==> config.mk <==
export PLATFORM = sky130hd
export DESIGN_NAME = lp805x_sfrmaster
export DESIGN_NICKNAME = d
export VERILOG_FILES = /design/src/rtl/lp805x_sfrmaster.sv
export SDC_FILE = /design/constraint.sdc
export NUM_CORES = 1
export LEC_CHECK = 0
export CAP_MARGIN = 5
export CORE_MARGIN = 1.5
export CORE_UTILIZATION = 49
export CTS_CLUSTER_SIZE = 40
export DETAILED_ROUTE_END_ITERATION = 7
export PLACE_DENSITY = 0.91
export SETUP_SLACK_MARGIN = 0.5
export SYNTH_ARGS = -nofsm -noshare
export SYNTH_HDL_FRONTEND = slang
export SYNTH_SLANG_ARGS = --single-unit
==> constraint.sdc <==
create_clock -name clk -period 2.8 [get_ports clk]
set_input_delay 0.56 -clock clk [delete_from_list [all_inputs] [get_ports clk]]
set_output_delay 0.56 -clock clk [all_outputs]
set_load 0.02 [all_outputs]
==> src/rtl/lp805x_sfrmaster.sv <==
// lp805x_sfrmaster: CPU-side master that packs SFR byte/bit requests onto the SFR command/response bus
module lp805x_sfrmaster #(
  parameter int                     TIMEOUT_LEN = 8,
  parameter logic [TIMEOUT_LEN-1:0] TIMEOUT_VAL = 8'hFF
) (
  input  logic        clk,
  input  logic        rst,
  input  logic        req_wr,
  input  logic        req_rd,
  input  logic        req_bit,
  input  logic [7:0]  addr,
  input  logic [7:0]  wdata,
  input  logic        wbit,
  output logic        busy,
  output logic        rd_valid,
  output logic [7:0]  rdata,
  output logic        rbit,
  output logic        rd_timeout,
  output logic [28:0] sfr_bus,
  output logic        sfr_put,
  input  logic        sfr_wrdy,
  output logic        sfr_get,
  input  logic        sfr_rrdy,
  input  logic [7:0]  data_in,
  input  logic        bit_in
);
  typedef enum logic [1:0] {IDLE, SEND, WAIT_RSP, GET} state_t;
  state_t st_q, st_d;
  logic [28:0] bus_q, bus_d;
  logic [TIMEOUT_LEN-1:0] cnt_q, cnt_d;
  logic [7:0] rdata_q, rdata_d;
  logic rbit_q, rbit_d, rv_q, rv_d, rto_q, rto_d;
  logic rd_only;
  assign rd_only    = ~req_wr & req_rd;
  assign busy       = st_q != IDLE;
  assign sfr_put    = (st_q == SEND) & sfr_wrdy;
  assign sfr_get    = (st_q == GET) | ((st_q == IDLE) & sfr_rrdy);
  assign sfr_bus    = bus_q;
  assign rdata      = rdata_q;
  assign rbit       = rbit_q;
  assign rd_valid   = rv_q;
  assign rd_timeout = rto_q;
  // Next-state: latch a request, push it once the FIFO has room, then await, time out or collect the response
  always_comb begin
    st_d    = st_q;
    bus_d   = bus_q;
    cnt_d   = cnt_q;
    rdata_d = rdata_q;
    rbit_d  = rbit_q;
    rv_d    = 1'b0;
    rto_d   = 1'b0;
    case (st_q)
      IDLE: if (req_wr | req_rd) begin
        st_d  = SEND;
        bus_d = {req_wr, rd_only, req_wr & req_bit, rd_only & req_bit, req_wr & req_bit & wbit,
                 req_wr ? addr : 8'h00, rd_only ? addr : 8'h00, (req_wr & ~req_bit) ? wdata : 8'h00};
      end
      SEND: if (sfr_wrdy) begin
        cnt_d = '0;
        st_d  = bus_q[28] ? IDLE : (sfr_rrdy ? GET : WAIT_RSP);
      end
      WAIT_RSP: if (sfr_rrdy) st_d = GET;
      else begin
        cnt_d = (cnt_q == '1) ? cnt_q : cnt_q + TIMEOUT_LEN'(1);
        if (cnt_d == TIMEOUT_VAL) begin
          st_d    = IDLE;
          rdata_d = 8'hFF;
          rbit_d  = 1'b1;
          rv_d    = 1'b1;
          rto_d   = 1'b1;
        end
      end
      default: begin
        st_d    = IDLE;
        rdata_d = data_in;
        rbit_d  = bit_in;
        rv_d    = 1'b1;
      end
    endcase
  end
  // State and result registers; reset drops any transaction in flight
  always_ff @(posedge clk or negedge rst)
    if (!rst) begin
      st_q    <= IDLE;
      bus_q   <= '0;
      cnt_q   <= '0;
      rdata_q <= 8'h00;
      rbit_q  <= 1'b0;
      rv_q    <= 1'b0;
      rto_q   <= 1'b0;
    end else begin
      st_q    <= st_d;
      bus_q   <= bus_d;
      cnt_q   <= cnt_d;
      rdata_q <= rdata_d;
      rbit_q  <= rbit_d;
      rv_q    <= rv_d;
      rto_q   <= rto_d;
    end
endmodule
# [Yosys cells after proc, flatten, opt, wreduce, memory -nomap -nowiden]
# Index checks and enable logic that the tools add are counted.
[word_totals] regBits=50 inputBits=33 out_inout_bits=43 elab_cells=62
[op_classes] n_addsub=1 n_eq_ne=10 n_mux=24 n_bitwise=12 reduce_logical=8
[ops] op="$mux 8" count=8
[ops] op="$pmux 8 s2" count=2
[ops] op="$eq 8x8->1 const B" count=2
[ops] op="$mux 2" count=5
[ops] op="$reduce_and 3->1" count=3
[ops] op="$add 8x1->8 const B" count=1
[ops] op="$and 1x1->1" count=7
[ops] op="$mux 1" count=6
[ops] op="$ne 2x2->1 const B" count=3
[ops] op="$pmux 2 s3" count=1
[ops] op="$eq 2x2->1 const B" count=2
[ops] op="$pmux 1 s2" count=2
[ops] op="$reduce_bool 2->1" count=2
[ops] op="$ne 3x3->1 const B" count=1
[ops] op="$not 1->1" count=3
[ops] op="$eq 2x1->1 const B" count=1
[ops] op="$logic_not 2->1" count=1
[ops] op="$ne 2x1->1 const B" count=1
[ops] op="$or 1x1->1" count=2
[ops] op="$reduce_and 2->1" count=1
[ops] op="$reduce_or 2->1" count=1

# [Logic depth before layout (Yosys ltp)]
[depth] depth_word=6 ltp_mapped=7 depth_no_buf=6

# [Least setup slack after synthesis]
# OpenSTA, ideal clock, no wires.
[synth_path] kind="reg2reg" start="register cnt_q[1]" end="register rbit_q, in the netlist rbit" setup_ns=0.124 t_arrival_ns=1.806 t_required_ns=2.676 setup_slack_ns=0.870 stages_incl_launch_ff=7 n_path_buf=1 period_less_slack_ns=1.930 path_cell_list="dfrtp_1 > ha_1 > buf_6 > or4_1 > o311ai_2 > nor4_4 > a211o_1"
[synth_between] elab_chain_len=5 word_cells_on_any_way=6 classes_between="add/sub (1); eq/ne (3); mux (1); reduce/logical (1)"
[synth_lines] item="start: declaration" line="30" source="logic [TIMEOUT_LEN-1:0] cnt_q, cnt_d;"
[synth_lines] item="start signal: assignment" line="94" source="cnt_q <= cnt_d;"
[synth_lines] item="$add 8x1->8 or $eq 8x8->1 (tied branches)" line="64" source="cnt_d = (cnt_q == '1) ? cnt_q : cnt_q + TIMEOUT_LEN'(1);"
[synth_lines] item="$mux 8 (*)" line="64"
[synth_lines] item="$eq 8x8->1 (*)" line="65" source="if (cnt_d == TIMEOUT_VAL) begin"
[synth_lines] item="$ne 2x2->1 (no source line) (*)"
[synth_lines] item="$reduce_and 3->1 (no source line) (*)"
[synth_lines] item="end signal: assignment" line="96" source="rbit_q <= rbit_d;"
[synth_lines] item="end: declaration" line="32" source="logic rbit_q, rbit_d, rv_q, rv_d, rto_q, rto_d;"
# Mark *: on every way between the ends. The rest lies on a longest branch, timed or not.
# A chain may end at the register's enable or synchronous reset.

# [Final worst setup path]
[layout_path] start="input sfr_wrdy" end="output sfr_put"
[layout_between] elab_chain_len=1
[layout_lines] item="start: declaration" line="21" source="input logic sfr_wrdy,"
[layout_lines] item="$and 1x1->1" line="36" source="assign sfr_put = (st_q == SEND) & sfr_wrdy;"
[layout_lines] item="end: declaration" line="20" source="output logic sfr_put,"
# Every way passes these cells.

==> impl_metrics.ini <==
[sta]
period_minus_slack_ns = 2.25
timing.hold.ws_ns = 0.145
fmax_ghz = 0.445
grt_setup_unrepaired = no
tightest_slew_ns = 0.646
hold_violations = 0
tns_ns = 0
relSlewSlack_pct = 56.8
post-route-period-util_pct = 80.2
slew_viol_final = 0
clock_skew_ns = 0.00640
setup_violations = 0

[synthesis]
muxShareOfSynthArea_pct = 0.442
syn_inst = 209
ys_async_sr_fraction_pct = 100
synthXorXnorAreaFrac_pct = 0
synth_ff_type = dfrtp_1
yosys.area_share.simple_pct = 18.2
yosysWarnings = 0
netlist_area_mm2 = 0.00226
synth_compound_area_share_pct = 21.1
synth_top_family_by_area = compound AO/OA/AOI/OAI gates
avgSynthCellArea_um2 = 10.8
synth-seq-cells = 50
synth-seq-area-share_pct = 55.2
syn_nets = 243
synth_edf_count = 0
synth_cell_type_count = 44
yosys.area_share.adder_pct = 0.552

[power]
powerDensity_mw_per_mm2 = 1050
total_power_mw = 3.35
p_leak_nw = 1.43
ir_drop_mv = 0.696

[detailed_routing]
vias = 1936
postRouteWirelength_um = 5520
drt_iter0_markers = 193
drt-pass1-iter-count = 4
viasPerCell = 5.71
post_drt_wl_per_cell_um = 16.3
drc = 0
ant_nets = 0

[floorplan]
fp.dieW_um = 71.0
pin_count = 76
dieArea_mm2 = 0.00504
core_mm2 = 0.00441
start_util_pct = 51.3
die_y_um = 71.0
row_count = 24

[cts]
cts_tree = done
htreeDepth = 2
clock_latency_ns = 0.31
cts-root-buf = clkbuf_8
cts.path.max_buffers = 2
cts_buffers = 5
clock_sinks = 50
clkTransAtPathRegs_ns = 0.09

[global_routing]
grt_max_degree = 37
track_usage_pct = 23.3
grt_overflow_total = 0
grt_pass1_wl_um = 9250
grt_pass1_vias = 1942
grt_antenna_before_repair = 0

[placed_design]
port_buffers = 75
place.gp.congestion = 0.924
dpl.hpwl_um = 3890

[setup_path]
critPathKind = in2out
worstSetupStartpointType = primary input
worstPathRequired_ns = 2.24
critical_path.max_fanout = 4
endpoint_kind = output pin
arrival_ns = 1.69

[finish]
fill_cells = 321
final_nets = 320
antenna_cells = 0
synthToLayoutAreaGrowth_pct = 40.7
drive_gt1_share_pct = 11.1
fin_util_pct = 72.2

[status]
outcome = finished, final reports clean

[worst_hold_path]
worstHoldPathType = in2async

[run]
maxCapViolCount = 0
## metal layers
layer / vias to the layer above / share of wire (%) / GRT usage, % / wire length [µm]
met5: - / 0 / 0 / 0
met4: 0 / 1.2 / 6.92 / 67
met3: 7 / 6.4 / 5.70 / 352
met2: 77 / 49 / 37.7 / 2700
met1: 921 / 43 / 31.3 / 2400
li1: 931 / - / - / -
## area by class of cell
cell class                      instances  area (µm²)  area share, %
Sequential cell                        50        1250           39.3
Multi-Input combinational cell        141         931           29.2
Timing Repair Buffer                   82         793           24.9
Clock buffer                            6        82.6           2.59
Tap cell                               52        65.1           2.04
Clock inverter                          2        38.8           1.22
Inverter                                6        22.5          0.707
## timing repair
action | 4_1_cts | 5_1_grt
hold buffers | 0 | 0
endpoints found under the setup margin | 12 | 12
hold endpoints to repair | 0 | 0
gates resized for setup | 5 | 7
setup buffers | 0 | 1
pin swaps | 1 | 1
## critical path, cell delays in order
cell,delay (ns)
clkdlybuf4s50_1,0.48
nand2_1,0.07
or2_2,0.31
inv_1,0.11
buf_4,0.15
## cells in the mapped netlist, drive strengths merged, types with 5 or more instances
master | instances | share of area, %
dfrtp | 50 | 55
nand2 | 23 | 3.8
a22o | 18 | 7.0
o21ai | 17 | 3.8
and3 | 10 | 3.0
nor2 | 10 | 1.7
a211o | 9 | 3.5
nand3 | 8 | 2.3
nor3 | 7 | 1.8
a21oi | 6 | 1.3
inv | 6 | 0.99
buf | 5 | 1.8
clkbuf | 5 | 0.88
nor4 | 5 | 2.0
## metrics by stage
| stage | area, µm² | instances | setup WS (ns) |
|---|---|---|---|
| after floorplan | 2260 | 209 | 0.870 |
| after global placement | 3050 | 330 | 0.121 |
| after detailed placement | 3050 | 330 | 0.115 |
| after CTS | 3170 | 338 | 0.381 |
| after global routing | 3190 | 339 | 0.503 |
| final | 3190 | 339 | 0.555 |
## power by group
group          internal [mW]  switching [mW]  leakage, nW
sequential              1.01           0.236        0.651
combinational          0.786           0.788        0.716
clock                  0.294           0.243       0.0618
## registers in the layout (all words and copies together) (netlist names)
| register | flops |
|---|---|
| rd_timeout | 1 |
| st_q | 2 |
| rd_valid | 1 |
| sfr_bus | 29 |
| rbit | 1 |
| cnt_q | 8 |
| rdata | 8 |
## cell families after synthesis
group,count (synthesis)
AO/OA/AOI/OAI,64
adder cells (fa/ha/maj),1
buffers and inverters,18
flip-flops,50
multiplexers,1
AND/OR/NAND/NOR,75
## cells in the final DEF, fill, tap and decap left out, drive strengths merged, types with 7 or more instances in the layout
master         synthesis  routed
dfrtp                 50      50
nand2                 23      23
nor3                   7       7
a211o                  9       9
nand3                  8       8
clkdlybuf4s50          0      71
inv                    6       7
and3                  10      10
buf                    5       9
o21ai                 17      17
nor2                  10      10
a22o                  18      18
## path summary, 6_finish.rpt
path,startpoint,to,slack [ns],cells after the start
hold / removal,rst,rd_timeout$_DFF_PN0_,0.15,1
max in group asynchronous,rst,cnt_q[0]$_DFFE_PN0P_,1.89,2
setup / recovery,sfr_wrdy,sfr_put,0.55,5
hold reg to reg,sfr_bus[0]$_DFFE_PN0P_,sfr_bus[0]$_DFFE_PN0P_,0.49,2
setup reg to reg,cnt_q[1]$_DFFE_PN0P_,rdata[5]$_DFFE_PN0P_,0.69,7
min in group clk,sfr_bus[0]$_DFFE_PN0P_,sfr_bus[0]$_DFFE_PN0P_,0.49,2
Note: power is estimated with default switching activity, not from simulation.
